[src/rtl/pipeline_stall_controller.sv]
// Pipeline sequencer: merges hazard/mispredict/mem_busy/halt into per-stage enables and flushes, and owns the halt drain.
// Optional performance counters are built when STALL_PERF_CNT_EN is defined; otherwise the counter outputs read 0.
module pipeline_stall_controller #(
  parameter int unsigned DRAIN_CYCLES = 3,
  parameter int unsigned CNT_WIDTH    = 32
) (
  input  logic                 clk,
  input  logic                 reset,
  input  logic                 hazard,
  input  logic                 mispredict,
  input  logic                 mem_busy,
  input  logic                 halt_req,
  output logic                 pc_write,
  output logic                 if_id_write,
  output logic                 id_ex_write,
  output logic                 ex_mem_write,
  output logic                 mem_wb_write,
  output logic                 if_id_flush,
  output logic                 id_ex_flush,
  output logic                 is_halted,
  output logic [1:0]           state,
  output logic [CNT_WIDTH-1:0] stall_cnt,
  output logic [CNT_WIDTH-1:0] flush_cnt,
  output logic [CNT_WIDTH-1:0] freeze_cnt
);

  localparam int unsigned DW = (DRAIN_CYCLES > 1) ? $clog2(DRAIN_CYCLES) : 1;
  localparam logic [DW-1:0] DRAIN_INIT = DW'(DRAIN_CYCLES - 1);

  typedef enum logic [1:0] {
    RUN    = 2'd0,
    DRAIN  = 2'd1,
    HALTED = 2'd2
  } state_e;

  state_e         state_q, state_d;
  logic [DW-1:0]  drain_q, drain_d;
  logic           halted_q, halted_d;

  always_ff @(posedge clk) begin
    if (reset) begin
      state_q  <= RUN;
      drain_q  <= '0;
      halted_q <= 1'b0;
    end else begin
      state_q  <= state_d;
      drain_q  <= drain_d;
      halted_q <= halted_d;
    end
  end

  always_comb begin
    pc_write     = 1'b1;
    if_id_write  = 1'b1;
    id_ex_write  = 1'b1;
    ex_mem_write = 1'b1;
    mem_wb_write = 1'b1;
    if_id_flush  = 1'b0;
    id_ex_flush  = 1'b0;
    state_d      = state_q;
    drain_d      = drain_q;
    halted_d     = halted_q;
    if (!reset) begin
      case (state_q)
        RUN: begin
          if (mem_busy) begin
            pc_write     = 1'b0;
            if_id_write  = 1'b0;
            id_ex_write  = 1'b0;
            ex_mem_write = 1'b0;
            mem_wb_write = 1'b0;
          end else if (mispredict) begin
            if_id_flush = 1'b1;
            id_ex_flush = 1'b1;
          end else if (hazard) begin
            pc_write    = 1'b0;
            if_id_write = 1'b0;
            id_ex_flush = 1'b1;
          end else if (halt_req) begin
            pc_write    = 1'b0;
            if_id_flush = 1'b1;
            state_d     = DRAIN;
            drain_d     = DRAIN_INIT;
          end
        end
        DRAIN: begin
          if (mem_busy) begin
            pc_write     = 1'b0;
            if_id_write  = 1'b0;
            id_ex_write  = 1'b0;
            ex_mem_write = 1'b0;
            mem_wb_write = 1'b0;
          end else begin
            pc_write    = 1'b0;
            if_id_flush = 1'b1;
            // Counter reaching zero still needs one more non-frozen cycle before halting.
            if (drain_q == '0) begin
              state_d  = HALTED;
              halted_d = 1'b1;
            end else begin
              drain_d = drain_q - 1'b1;
            end
          end
        end
        HALTED: begin
          pc_write     = 1'b0;
          if_id_write  = 1'b0;
          id_ex_write  = 1'b0;
          ex_mem_write = 1'b0;
          mem_wb_write = 1'b0;
        end
        default: state_d = RUN;
      endcase
    end
  end

  assign is_halted = halted_q;
  assign state     = state_q;

`ifdef STALL_PERF_CNT_EN
  logic                 stall_ev, flush_ev, freeze_ev;
  logic [CNT_WIDTH-1:0] stall_q, flush_q, freeze_q;

  assign freeze_ev = mem_busy && (state_q == RUN || state_q == DRAIN);
  assign flush_ev  = (state_q == RUN) && !mem_busy && mispredict;
  assign stall_ev  = (state_q == RUN) && !mem_busy && !mispredict && hazard;

  always_ff @(posedge clk) begin
    if (reset) begin
      stall_q  <= '0;
      flush_q  <= '0;
      freeze_q <= '0;
    end else begin
      if (stall_ev && stall_q != '1)   stall_q  <= stall_q + CNT_WIDTH'(1);
      if (flush_ev && flush_q != '1)   flush_q  <= flush_q + CNT_WIDTH'(1);
      if (freeze_ev && freeze_q != '1) freeze_q <= freeze_q + CNT_WIDTH'(1);
    end
  end

  assign stall_cnt  = stall_q;
  assign flush_cnt  = flush_q;
  assign freeze_cnt = freeze_q;
`else
  assign stall_cnt  = '0;
  assign flush_cnt  = '0;
  assign freeze_cnt = '0;
`endif

endmodule

[config.mk]
export PLATFORM = sky130hd
export DESIGN_NAME = pipeline_stall_controller
export DESIGN_NICKNAME = d
export VERILOG_FILES = /design/src/rtl/pipeline_stall_controller.sv
export SDC_FILE = /design/constraint.sdc
export NUM_CORES = 1
export LEC_CHECK = 0
export ABC_AREA = 1
export CAP_MARGIN = 10
export CORE_MARGIN = 4
export CORE_UTILIZATION = 28
export DETAILED_ROUTE_END_ITERATION = 8
export GPL_TIMING_DRIVEN = 0
export PLACE_DENSITY = 0.89
export REMOVE_ABC_BUFFERS = 1
export SYNTH_ARGS = -nofsm -noshare
export SYNTH_HDL_FRONTEND = slang
export SYNTH_SLANG_ARGS = --single-unit
[constraint.sdc]
create_clock -name clk -period 1.3 [get_ports clk]
set_input_delay 0.26 -clock clk [delete_from_list [all_inputs] [get_ports clk]]
set_output_delay 0.26 -clock clk [all_outputs]
set_load 0.02 [all_outputs]
-- After elaboration in Yosys (flattened, before gate mapping)
Cells that the tools add are included.
- reduce and logical (&&, ||, !) cells: 8
- bitwise logic cells: 2
- multiply operators: 0
- $add $sub $neg: 1
- magnitude comparators: 0
- divide/modulo/power cells: 0
- equality and inequality tests: 9
- muxes and demuxes: 39
- shift operators: 0
- operators with widths (cell ; number):
    2-bit two-way mux ; 12
    1-bit two-way mux ; 21
    2-bit != test (second input constant) ; 7
    7-bit AND reduction ; 2
    1-bit one-hot mux with 2 select lines ; 3
    2-bit one-hot mux with 3 select lines ; 1
    2-bit zero test ; 2
    2-bit one-hot mux with 2 select lines ; 1
    2-bit OR reduction ; 2
    1-bit one-hot mux with 3 select lines ; 1
    3-bit AND reduction ; 1
    2-bit by 1-bit equality test with 1-bit output (second input constant) ; 1
    2-bit equality test (second input constant) ; 1
    1-bit inverter ; 2
    2-bit nonzero test ; 1
    2-bit by 1-bit subtractor with 2-bit output (second input constant) ; 1
- input port bits: 6
- latch bits: 0
- ROM bits: 0
- register bits: 5
- RAM bits: 0
- output and inout port bits: 106
- memories kept: 0
- logic and storage cells: 62

-- Longest topological paths before layout
- word-level depth: 6
- gate-level depth with buffers: 10
- mapped depth without buffers: 10

-- Least setup slack after synthesis
Ideal clock, no wire load.
- path type: reg2out
- start: register state_q[1], in the netlist state[1]
- end: output if_id_flush
- cell stages (with the launch flop): 8
- path buffers: 1
- slack: -0.368 ns
- arrival: 1.408 ns
- path through: dfxtp_1 > inv_1 > ha_1 > buf_6 > nand2_1 > a21oi_2 > o21ai_0 > a21oi_1
- cells in the longest elaborated chain, start to end: 3
- elaborated cells on any way between the ends: 4
- RTL lines (item ; RTL line ; RTL):
    start: declaration ; 36 ; state_e state_q, state_d;
    start signal: assignment ; 46 ; state_q <= state_d;
    2-bit by 1-bit equality test with 1-bit output or 2-bit zero test (tied branches) ; 64 ; case (state_q)
    1-bit one-hot mux with 2 select lines * ; 64 ;
    1-bit two-way mux * ; 63 ; if (!reset) begin
    end: declaration ; 18 ; output logic if_id_flush,
Mark *: on every way between the ends. The rest lies on a longest branch, timed or not.

-- Worst setup path in the final report
- start: register state_q[0], in the netlist state[0]
- end: output if_id_write
- cells in the longest elaborated chain, start to end: 3
- elaborated cells on any way between the ends: 5
- RTL lines (item ; RTL line ; RTL):
    2-bit equality test (tied with other cells) ; 64 ;
    1-bit one-hot mux with 3 select lines * ; 64 ;
    1-bit two-way mux * ; 63 ;
    end: declaration ; 14 ; output logic if_id_write,
Marks and branches as above.

==> impl_metrics.ini <==
[run_status]
outcome = finished, violations left
violations = negative setup slack

[critical_path]
rrSetupSlack_ns = -0.01
cp_max_fo = 4
endpoint_kind = primary output
crit_required_ns = 1.04
crit_type = flop to primary output
cp-start-kind = flop
crit_start = state[0]
cp.arrival_ns = 1.35
reg2reg_from = state[0]

[yosys]
syn_area_per_cell_um2 = 6.892
seq_area_frac_synth_pct = 8.395
synth_cell_types = 19
synth_top_family_by_area = buffers and inverters
synthesis.area_um2 = 1192
ys_seq_elements = 5
synthAdderAreaFrac_pct = 5.247
async_flop_share_pct = 0
yosys.area_share.xor_xnor_pct = 0
synth-compound-area-share_pct = 5.981
yosysWarnings = 0
syn_inst = 173
synthMuxAreaShare_pct = 0
synth_edf_count = 0
synth-simple-area-share_pct = 13.01
synth-main-ff-cell = dfxtp_1

[detailed_routing]
vias = 803
viasPerCell = 3.305
remaining_drc_errors = 0
avgRoutedWirePerCell_um = 8.621
drt_first_pass_iters = 4
wl_mm = 2.095
drtAntennaViolNets = 0
first_iter_violations = 19

[worst_hold_path]
hp-class = flop to flop
worstHoldStart = is_halted

[global_route]
grt_max_degree = 9
grt_pass1_wl_mm = 2.753
antenna_found_initial = 0
use_met3_pct = 2.189
grt_overflow = 0
grt_use_met1_pct = 6.066
grt.total_usage_pct = 6.488
grtUsageMet2_pct = 11.52
grt_busiest_layer = met2
grt_pass1_vias = 670

[clocking]
clk_pin_slew_ns = 0.03
clock_tree.buffer_depth = 2
numCtsBuffers = 3
htree_num_levels = 1
cts_tree = built
clk_latency_ns = 0.22
cts.sinks = 5
root_buffer = clkbuf_8
holdBufCountCts = 0

[floorplanning]
placementRows = 23
die-area_um2 = 5366
core_area_um2 = 4058
dieHeight_um = 73.26
initial_core_util_pct = 29.39
die_w_um = 73.26
ioPinCount = 112

[timing]
skew_ns = 0.002553
fmax_ghz = 0.6222
period_needed_ns = 1.607
period_share_pct = 123.6
worst_slack_ns = -0.3071
hold_violations = 0
setup_viol = 11
timing.hold.ws_ns = 0.4596
rsz0062_at_grt = true
slew_violations = 0
tns_ns = -1.441

[placement]
dp_worst_setup_slack_ns = -0.9054
gp_congestion = 0.8153
dp_hpwl_mm = 1.681
io_buffers = 15

[power]
p_leak_nw = 0.6993
p_comb_share_pct = 59.4
switchingPower_uw = 594.5
internal_power_uw = 574.1
clkPwrFrac_pct = 23.7
seqPwrFrac_pct = 16.8
p_per_area_nw_per_um2 = 996.8
ir_worst_vdd_v = 0.0003554
sw_frac_of_total_pct = 50.87

[cells_and_area]
postLayoutCoreUtil_pct = 28.89
antennaDiodeCount = 0
final_nets = 205
area.growth.synth_to_final_pct = -1.679
layout-drive-gt1-share_pct = 18.65

[job]
cap_violations = 0
==> final cells by class <==
| class | instances | area, um2 |
|---|---|---|
| Multi-Input combinational cell | 150 | 721.9 |
| Inverter | 14 | 60.06 |
| Fill cell | 442 | 2885 |
| Tap cell | 50 | 62.56 |
| Timing Repair Buffer | 20 | 173.9 |
| Sequential cell | 5 | 108.9 |
| Clock buffer | 4 | 45.04 |
==> power by group through the flow <==
stage | clock network, mW | logic, mW | registers (mW)
finish | 0.277 | 0.695 | 0.197
global route | 0.299 | 0.752 | 0.199
CTS | 0.286 | 0.642 | 0.195
detailed placement | 0 | 0.579 | 0.197
global placement | 0 | 0.566 | 0.194
floorplan | 0 | 0.446 | 0.203
==> metrics by stage <==
| step | power (mW) | cell area [um2] | std cells |
|---|---|---|---|
| global placement | 0.7606 | 1015 | 234 |
| floorplan | 0.6489 | 802.0 | 169 |
| global route | 1.249 | 1172 | 243 |
| CTS | 1.123 | 1139 | 243 |
| detailed placement | 0.7759 | 1015 | 234 |
| finish | 1.169 | 1172 | 243 |
==> worst max-delay path, cell delays in order, from the launching register on <==
cell     delay (ns)
dfxtp_4        0.36
buf_4          0.15
ha_1           0.20
nor3_1         0.20
nand2_1        0.10
buf_6          0.13
==> per-layer routing <==
layer | up-vias | routed length (um)
li1 | 372 | -
met1 | 359 | 562
met2 | 64 | 1197
met3 | 8 | 260
met4 | 0 | 75
met5 | - | 0
==> cells by family (layout without fill, tap and decap cells) <==
family                     count (synthesis)  count (layout)
AOI/OAI and AO/OA                         12              12
adders and majority gates                  5               5
other                                      1              96
and+or+nand+nor                           37              37
buffers and inverters                    113              38
DFF                                        5               5
==> worst paths after layout <==
kind / cells past startpoint / to
hold / removal: 1 / is_halted
setup / recovery: 5 / if_id_write
hold reg to reg: 1 / is_halted
setup reg to reg: 9 / state[1]
==> layout by cell type, fill, tap and decap left out, types with 2 or more instances in the layout <==
| master | netlist | final |
|---|---|---|
| a21oi_1 | 4 | 4 |
| buf_4 | 98 | 9 |
| buf_6 | 1 | 2 |
| clkbuf_8 | 0 | 3 |
| conb_1 | 1 | 96 |
| dfxtp_1 | 5 | 2 |
| dfxtp_4 | 0 | 2 |
| dlygate4sd2_1 | 0 | 4 |
| ha_1 | 5 | 3 |
| ha_4 | 0 | 2 |
| inv_1 | 14 | 9 |
| inv_2 | 0 | 2 |
| inv_4 | 0 | 3 |
| nand2_1 | 21 | 17 |
| nand2_2 | 0 | 3 |
| nor2_1 | 10 | 7 |
| nor2_2 | 1 | 2 |
| nor2_4 | 0 | 2 |
| nor3_1 | 2 | 2 |
| o21ai_1 | 0 | 4 |
==> synth_stat cells (2+ instances only) <==
cell type	n	area, um2
nand2_1	21	78.83
inv_1	14	52.55
nor3_1	2	10.01
dfxtp_1	5	100.1
ha_1	5	62.56
o21ai_0	4	20.02
a21oi_1	4	20.02
nor2_1	10	37.54
buf_4	98	735.7
==> flip-flops by register name (all words and copies together), names as in the netlist <==
register	flops
drain_q	2
is_halted	1
state	2
==> timing repair <==
action	4_1_cts	5_1_grt
buffers inserted	5	0
setup endpoints to repair	15	12
gates cloned	0	0
pin swaps	9	4
resized for setup	66	12
(Power assumes the default switching activity.)
